`src/rtl/alu_result_tx_pkg.sv`:
```
// Shared definitions for the ALU-result UART transmitter: FSM encoding,
// default baud divider and 8N1 frame constants.
package alu_uart_pkg;

  typedef enum logic [1:0] {
    IDLE  = 2'd0,
    START = 2'd1,
    DATA  = 2'd2,
    STOP  = 2'd3
  } state_t;

  // 100 MHz system clock, 115200 baud
  localparam int DEF_CLKS_PER_BIT = 868;

  localparam int   DATA_BITS = 8;
  localparam logic START_LVL = 1'b0;
  localparam logic STOP_LVL  = 1'b1;

endpackage

```
`src/rtl/alu_result_tx_if.sv`:
```
// Request/status bundle between an ALU result producer and the UART sender.
interface alu_result_tx_if #(
  parameter int N = 16
) ();

  logic                start;
  logic signed [N-1:0] data;
  logic                tx;
  logic                busy;
  logic                done;

  modport master (
    output start,
    output data,
    input  tx,
    input  busy,
    input  done
  );

  modport slave (
    input  start,
    input  data,
    output tx,
    output busy,
    output done
  );

endinterface

```
`src/rtl/alu_result_tx_baud_tick_gen.sv`:
```
// Bit-period timer: counts 0..CLKS_PER_BIT-1 while enabled and flags the last
// cycle of each bit period. Held at zero while disabled so every frame
// sequence starts with a full-length first bit.
module baud_tick_gen
  import alu_uart_pkg::*;
#(
  parameter int CLKS_PER_BIT = DEF_CLKS_PER_BIT
) (
  input  logic clk,
  input  logic rst_n,
  input  logic enable,
  output logic tick
);

  localparam int CW = $clog2(CLKS_PER_BIT);
  localparam logic [CW-1:0] LAST = CW'(CLKS_PER_BIT - 1);

  if (CLKS_PER_BIT < 2) begin : g_bad_clks
    $error("baud_tick_gen: CLKS_PER_BIT must be >= 2");
  end

  logic [CW-1:0] cnt;

  // Free-running bit-period counter, cleared whenever the transmitter idles
  always_ff @(posedge clk or negedge rst_n) begin
    if (!rst_n) begin
      cnt <= '0;
    end else if (!enable) begin
      cnt <= '0;
    end else if (cnt == LAST) begin
      cnt <= '0;
    end else begin
      cnt <= cnt + CW'(1);
    end
  end

  assign tick = enable && (cnt == LAST);

endmodule

```
`src/rtl/alu_result_tx.sv`:
```
// Serialises an N-bit signed ALU result over a UART line as N/8 back-to-back
// 8N1 frames, least-significant byte first. All outputs come straight from
// flops, so start/data never reach tx combinationally.
module alu_result_tx
  import alu_uart_pkg::*;
#(
  parameter int N            = 16,
  parameter int CLKS_PER_BIT = DEF_CLKS_PER_BIT
) (
  input  logic            clk,
  input  logic            rst_n,
  alu_result_tx_if.slave  bus
);

  localparam int NBYTES = N / 8;
  localparam int BCW    = $clog2(NBYTES) + 1;
  localparam int BITW   = $clog2(DATA_BITS);

  localparam logic [BCW-1:0]  LAST_BYTE = BCW'(NBYTES - 1);
  localparam logic [BITW-1:0] LAST_BIT  = BITW'(DATA_BITS - 1);

  if ((N < 8) || ((N % 8) != 0)) begin : g_bad_n
    $error("alu_result_tx: N must be a multiple of 8 and >= 8");
  end

  state_t              state;
  logic signed [N-1:0] shreg;
  logic [BITW-1:0]     bit_cnt;
  logic [BCW-1:0]      byte_cnt;
  logic                tx_r;
  logic                busy_r;
  logic                done_r;
  logic                tick;

  baud_tick_gen #(
    .CLKS_PER_BIT (CLKS_PER_BIT)
  ) u_baud (
    .clk    (clk),
    .rst_n  (rst_n),
    .enable (state != IDLE),
    .tick   (tick)
  );

  // Frame sequencer: captures the result on accept and walks START/DATA/STOP
  // once per byte; tx, busy and done are all registered here
  always_ff @(posedge clk or negedge rst_n) begin
    if (!rst_n) begin
      state    <= IDLE;
      shreg    <= '0;
      bit_cnt  <= '0;
      byte_cnt <= '0;
      tx_r     <= STOP_LVL;
      busy_r   <= 1'b0;
      done_r   <= 1'b0;
    end else begin
      done_r <= 1'b0;
      case (state)
        IDLE: begin
          tx_r <= STOP_LVL;
          if (bus.start && !busy_r) begin
            shreg    <= bus.data;
            bit_cnt  <= '0;
            byte_cnt <= '0;
            busy_r   <= 1'b1;
            tx_r     <= START_LVL;
            state    <= START;
          end
        end
        START: begin
          if (tick) begin
            bit_cnt <= '0;
            tx_r    <= shreg[0];
            state   <= DATA;
          end
        end
        DATA: begin
          if (tick) begin
            // Shift on every bit so the next byte's LSB lands in bit 0
            shreg <= shreg >> 1;
            if (bit_cnt == LAST_BIT) begin
              tx_r  <= STOP_LVL;
              state <= STOP;
            end else begin
              bit_cnt <= bit_cnt + BITW'(1);
              tx_r    <= shreg[1];
            end
          end
        end
        STOP: begin
          if (tick) begin
            if (byte_cnt == LAST_BYTE) begin
              byte_cnt <= '0;
              busy_r   <= 1'b0;
              done_r   <= 1'b1;
              state    <= IDLE;
            end else begin
              byte_cnt <= byte_cnt + BCW'(1);
              tx_r     <= START_LVL;
              state    <= START;
            end
          end
        end
        default: state <= IDLE;
      endcase
    end
  end

  assign bus.tx   = tx_r;
  assign bus.busy = busy_r;
  assign bus.done = done_r;

endmodule

```
`src/flat_wrapper.sv`:
```
// flat-port wrapper written by rule: the top's interface ports become plain ports
module alu_result_tx_flat import alu_uart_pkg::*;
#(
  parameter int N            = 16,
  parameter int CLKS_PER_BIT = DEF_CLKS_PER_BIT
)
  (clk, rst_n, bus_start, bus_data, bus_tx, bus_busy, bus_done);
  alu_result_tx_if #(.N(N)) bus_i ();
  input  logic clk;
  input  logic rst_n;
  input wire logic [$bits(bus_i.start)-1:0] bus_start;
  input wire logic [$bits(bus_i.data)-1:0] bus_data;
  output wire logic [$bits(bus_i.tx)-1:0] bus_tx;
  output wire logic [$bits(bus_i.busy)-1:0] bus_busy;
  output wire logic [$bits(bus_i.done)-1:0] bus_done;
  assign bus_i.start = bus_start;
  assign bus_i.data = bus_data;
  assign bus_tx = bus_i.tx;
  assign bus_busy = bus_i.busy;
  assign bus_done = bus_i.done;
  alu_result_tx #(.N(N), .CLKS_PER_BIT(CLKS_PER_BIT)) u_core (.clk(clk), .rst_n(rst_n), .bus(bus_i));
endmodule
```
`config.mk`:
```
export PLATFORM = sky130hd
export DESIGN_NAME = alu_result_tx_flat
export DESIGN_NICKNAME = d
export VERILOG_FILES = /design/src/rtl/alu_result_tx_pkg.sv /design/src/rtl/alu_result_tx_if.sv /design/src/rtl/alu_result_tx_baud_tick_gen.sv /design/src/rtl/alu_result_tx.sv /design/src/flat_wrapper.sv
export SDC_FILE = /design/constraint.sdc
export NUM_CORES = 1
export LEC_CHECK = 0
export CORE_ASPECT_RATIO = 1.5
export CORE_MARGIN = 8
export CORE_UTILIZATION = 59
export CTS_CLUSTER_DIAMETER = 200
export CTS_CLUSTER_SIZE = 8
export DETAILED_ROUTE_END_ITERATION = 10
export GPL_ROUTABILITY_DRIVEN = 1
export PLACE_DENSITY = 0.84
export SYNTH_ARGS = -nofsm -noshare
export SYNTH_HDL_FRONTEND = slang
export SYNTH_HIERARCHICAL = 1
export SYNTH_SLANG_ARGS = --single-unit
export TNS_END_PERCENT = 20
```
`constraint.sdc`:
```
create_clock -name clk -period 5.5 [get_ports clk]
set_input_delay 0.55 -clock clk [delete_from_list [all_inputs] [get_ports clk]]
set_output_delay 0.55 -clock clk [all_outputs]
set_load 0.1 [all_outputs]
```
Yosys cells after proc, flatten, opt, wreduce, memory -nomap -nowiden. Cells that the tools add are included.

Add/sub/neg operators: 3. Equality and inequality tests: 14. Multiplexer cells: 35. Reduce and logical (&&, ||, !) cells: 14.

Operator list (number): $mux W16 (2); $pmux W16 S2 (1); $mux W10 (2); $mux W2 (8); $mux W1 (13); $mux W3 (4); $ne A2 B1 Y1 const B (6); $add A10 B1 Y10 const B (1); $eq A10 B10 Y1 const B (1); $reduce_and A5 Y1 (2); $pmux W3 S3 (1); $pmux W2 S4 (1); $reduce_and A4 Y1 (2); $reduce_and A3 Y1 (2); $reduce_bool A2 Y1 (3); $eq A2 B1 Y1 const B (2); $eq A2 B2 Y1 const B (2); $ne A2 B2 Y1 const B (2); $pmux W1 S4 (1); $pmux W2 S2 (1); $add A3 B1 Y3 const B (1); $eq A3 B3 Y1 const B (1); $reduce_bool A3 Y1 (1); $add A2 B1 Y2 const B (1); other kinds (4) (5).

Bits in registers: 36. Output and inout bits: 3. Word-level logic and storage cells: 74.

Logic depth before layout (Yosys ltp).
Word-level depth: 4. Gate-level depth with buffers: 10. Depth with buffers taken out: 9.

By module. The synthesis kept the hierarchy.

Modules (own cells, without submodules): alu_result_tx (instances 1, cells each 137, area each 1382.6 um^2, sequential area each 651.9 um^2); baud_tick_gen (instances 1, cells each 52, area each 525.5 um^2, sequential area each 250.2 um^2).

Worst setup path before layout. Ideal clock, no wire load.

Path kind: flip-flop to flip-flop. Start point: reg u_core.state[0]. End point: reg u_core.bit_cnt[0]. Library setup time: 0.128 ns. Arrival: 2.250 ns. Data required time: 5.372 ns. Setup slack: 3.123 ns. Stages on the path, launching flop included: 10. Buffers on the path: 0. Cells stage by stage: dfrtp_1 inv_1 ha_1 inv_1 inv_1 nor3_1 nand2b_1 a21oi_2 o311ai_2 mux2_1.

Word-level cells in the longest chain between the ends: 4.

RTL lines: start: declaration (line alu_result_tx.sv:26) `state_t state;`; start signal: assignment (line alu_result_tx.sv:48) `state <= IDLE;`; start signal: assignment (line alu_result_tx.sv:66) `state <= START;`; start signal: assignment (line alu_result_tx.sv:73) `state <= DATA;`; $reduce_bool A2 Y1 * (line alu_result_tx.sv:40) `.enable (state != IDLE),`; $logic_and A1 B1 Y1 * (line alu_result_tx_baud_tick_gen.sv:37) `assign tick = enable && (cnt == LAST);`; net u_core.tick (line alu_result_tx.sv:33) `logic tick;`; $ne A2 B1 Y1 (no source line); $reduce_and A5 Y1 (no source line) *; end signal: assignment (line alu_result_tx.sv:84) `bit_cnt <= bit_cnt + BITW'(1);`; end: declaration (line alu_result_tx.sv:28) `logic [BITW-1:0] bit_cnt;`.

Mark *: on every way through the listed nets, which the timed path passes. The rest lies on a longest branch. A chain may end at the register's enable or synchronous reset.

Worst setup path after layout.
Start point: reg u_core.state[0]. End point: reg u_core.shreg[6].

Word-level cells in the longest chain between the ends: 4.

RTL lines: $reduce_bool A2 Y1 (line alu_result_tx.sv:40); $logic_and A1 B1 Y1 (line alu_result_tx_baud_tick_gen.sv:37); net u_core.tick (line alu_result_tx.sv:33); $ne A2 B1 Y1 (no source line); $reduce_and A3 Y1 (no source line); end signal: assignment (line alu_result_tx.sv:61) `shreg <= bus.data;`; end signal: assignment (line alu_result_tx.sv:79) `shreg <= shreg >> 1;`; end: declaration (line alu_result_tx.sv:27) `logic signed [N-1:0] shreg;`.

The timed path passes the listed nets, and every way through them passes these cells.

==> impl_results.md <==
- Overflow after GRT: 0
- # setup viols final: 0
- Non-Filler Instances: 253
- Remaining DRCs: 0
- Cell Chain, Critical Path: inv_1, ha_1, inv_1, inv_1, nor3_1, mux2i_1, a21oi_2, a21oi_1
- Routability cong.: 0.8548
- Die H: 85.65 um
- Util after Layout: 71.52%
- Peak supply drop: 0.0002504 V
- Crit path largest cell delay: 0.87 ns
- # IOs: 22
- Post-DRT Antenna Nets: 0
- Largest net degree at the start of global routing: 37
- Vias in the first global route: 1437
- HP Class: reg -> reg
- Via/cell ratio: 5.644
- DP Cell Count: 245
- Max clock buf depth: 2
- Floorplan row count: 25
- ANT cells: 0
- Synth cell types: 44
- Hold-fix buffers, CTS: 0
- Root buffer cell: clkbuf_8
- RSZ-0062 raised after global routing: no
- CP Data Arrival Time: 3.36 ns
- Max Clock Skew: 0.003555 ns
- Die W: 62.43 um
- Crit path max-delay family: compound AO/OA/AOI/OAI gates
- Routed WL: 3.618 mm
- Worst slew pin tran: 1.141 ns
- Syn Nets: 216
- Initial antenna violation count: 0
- Sink Count: 36
- Port bufs: 21
- Tmin final: 3.257 ns
- CP Launch Type: flop
- Most frequent CP cell: inv_1
- Overall power: 489.2 uW
- Slew HR: 23.91%
- Final hold vios: 0
- Worst Path Buf+Inv: 3
- First-pass GRT wire length: 6.251 mm
- FF+latch count, synth: 36
- CTS tree: done
- Initial core utilization: 61.00%
- Setup Total Neg Slack: 0 ns
- Multi-input gate area: 928.4 um2
- DP Wirelength: 2.664 mm
- Share of cells above drive strength 1: 8.451%
- Vias: 1428
- Register area share after synthesis: 47.28%
- P_leak: 0.0009598 uW
- Setup CP Type: reg -> reg
- Clk slew on worst S/H paths: 0.07 ns
- YS warnings: 6
- Status: completed
- Synth-to-layout area growth: 17.25%
- Clock Latency Late Sink: 0.28 ns
- Slowest CP cell: a21oi_2
- Final net count: 239
- PostCTS Resize Cnt: 0
- Req. time, crit path: 5.60 ns
- Cell area after layout: 2237 um2
- Syn Inst Count: 189
- Post-synthesis average cell area: 10.10 um2
- Worst-path fanout max: 32
- Routed length per instance: 14.30 um
- Placed cell area: 2147 um2
- H-Tree Depth: 2
- Die Footprint: 5347 um2
- Final period util: 59.21%
- # Post-CTS Setup Buffers: 0
- Fmax: 307.1 MHz
- Max Cap Violations: 0
- DR iter-0 viols: 59
- Power Density: 218.7 nW/um2
- GRT Total Usage: 14.22%
- Number of fill cells: 235
- Drt pass-1 iters: 4
- CTS Buf Count: 5
- Post-synthesis cell area: 1908 um2
- Register area: 902.1 um2
- Max-slew violations: 0
- Type of destination of the critical path: flop
- Core Area: 3128 um2
cells in the mapped netlist (all sizes together):
library cell,n,share of area [%]
nand4,4,1.3
nand3,6,1.6
o311ai,1,0.85
o2bb2ai,1,0.46
xnor2,1,0.46
a31o,2,0.92
or2,1,0.33
o211ai,2,1.0
xor2,4,1.8
nor2,24,4.7
nor4b,2,1.2
dfrtp,35,46
and3,1,0.33
a41oi,1,0.46
a22oi,1,0.66
mux2i,16,8.4
dfstp,1,1.4
a32oi,1,0.46
buf,6,1.7
clkbuf,1,0.20
a21oi,22,6.2
o31ai,1,0.39
inv,11,2.2
nand2b,2,0.66
nand2,9,1.8
or3,1,0.33
nor3,3,0.79
a21bo,2,1.0
ha,8,5.2
o21ai,9,3.0
a31oi,1,0.33
a21boi,1,0.39
nor2b,2,0.66
mux2,1,0.59
and4,2,0.92
nand3b,3,1.4
worst paths after layout:
path | start | to | slack, ns | cells after the start
max reg2reg | u_core/state[0]$_DFFE_PN0P_ | u_core/shreg[6]$_DFFE_PN0P_ | 2.24 | 8
min | u_core/bus.tx$_DFFE_PN1P_ | u_core/bus.tx$_DFFE_PN1P_ | 0.46 | 2
max | u_core/state[0]$_DFFE_PN0P_ | u_core/shreg[6]$_DFFE_PN0P_ | 2.24 | 8
min reg2reg | u_core/bus.tx$_DFFE_PN1P_ | u_core/bus.tx$_DFFE_PN1P_ | 0.46 | 2
min in group asynchronous | rst_n | u_core/shreg[4]$_DFFE_PN0P_ | 0.68 | 2
max in group asynchronous | rst_n | u_core/bus.tx$_DFFE_PN1P_ | 4.47 | 2
sequential cells by signal (all words and copies together) (netlist names):
register	count
u_core/bus.tx	1
u_core/bus.done	1
u_core/byte_cnt	2
u_core/shreg	16
u_core/bit_cnt	3
u_core/bus.busy	1
u_core/u_baud/cnt	10
u_core/state	2
kinds of logic after synthesis:
kind of cell	Yosys count	synth area share (%)
flops	36	47.28
fa+ha+maj	8	5.246
xor+xnor	5	2.295
buf+inv	18	4.065
compound gates	45	16.13
mux	17	8.983
simple gates	60	16.00
metal layers:
layer	vias to the layer above	part of all wire [%]	global-route usage (%)
met4	0	2.5	7.292
met2	33	53	25.90
met3	8	4.1	4.302
met1	676	40	14.21
met5	-	0	0
li1	711	-	-
power breakdown:
part	leakage (uW)	total, uW	internal (uW)	switching [uW]
registers	0.000432	274	271	3.43
clock network	0.0000455	187	102	84.6
logic	0.000482	28.4	16.5	11.9
total	0.000960	489	389	99.9
worst register-to-register path, stage by stage (launching register included):
cell and delay [ns]:
dfrtp_1 0.39, inv_1 0.12, ha_1 0.32, inv_1 0.24, inv_1 0.14, nor3_1 0.59
mux2i_1 0.22, a21oi_2 0.87, a21oi_1 0.19
layout by cell type, fill, tap and decap left out, types with 3 or more instances in the layout:
cell type and n:
dfrtp_1 35, nor2_1 24, clkdlybuf4s50_1 21, a21oi_1 20, mux2i_1 16, inv_1 10, nand2_1 9, ha_1 8
clkbuf_8 6, nand3_1 6, o21ai_1 5, nand4_1 4, xor2_1 4, nor3_1 3, o21ai_0 3
cell type report:
| type | count | share of cell area, % |
|---|---|---|
| Clock buffer | 8 | 4.027 |
| Inverter | 11 | 1.846 |
| Multi-Input combinational cell | 135 | 41.50 |
| Sequential cell | 36 | 40.32 |
| Tap cell | 40 | 2.237 |
| Timing Repair Buffer | 23 | 10.07 |
metrics by stage:
stage	worst slack, ns	hold slack (ns)
after floorplan	3.123	0.2544
after global placement	2.555	0.4522
after detailed placement	2.263	0.4567
after CTS	2.279	0.4660
after global routing	1.932	0.5028
final	2.243	0.4622
No activity file was read; power rests on OpenSTA's default activity.
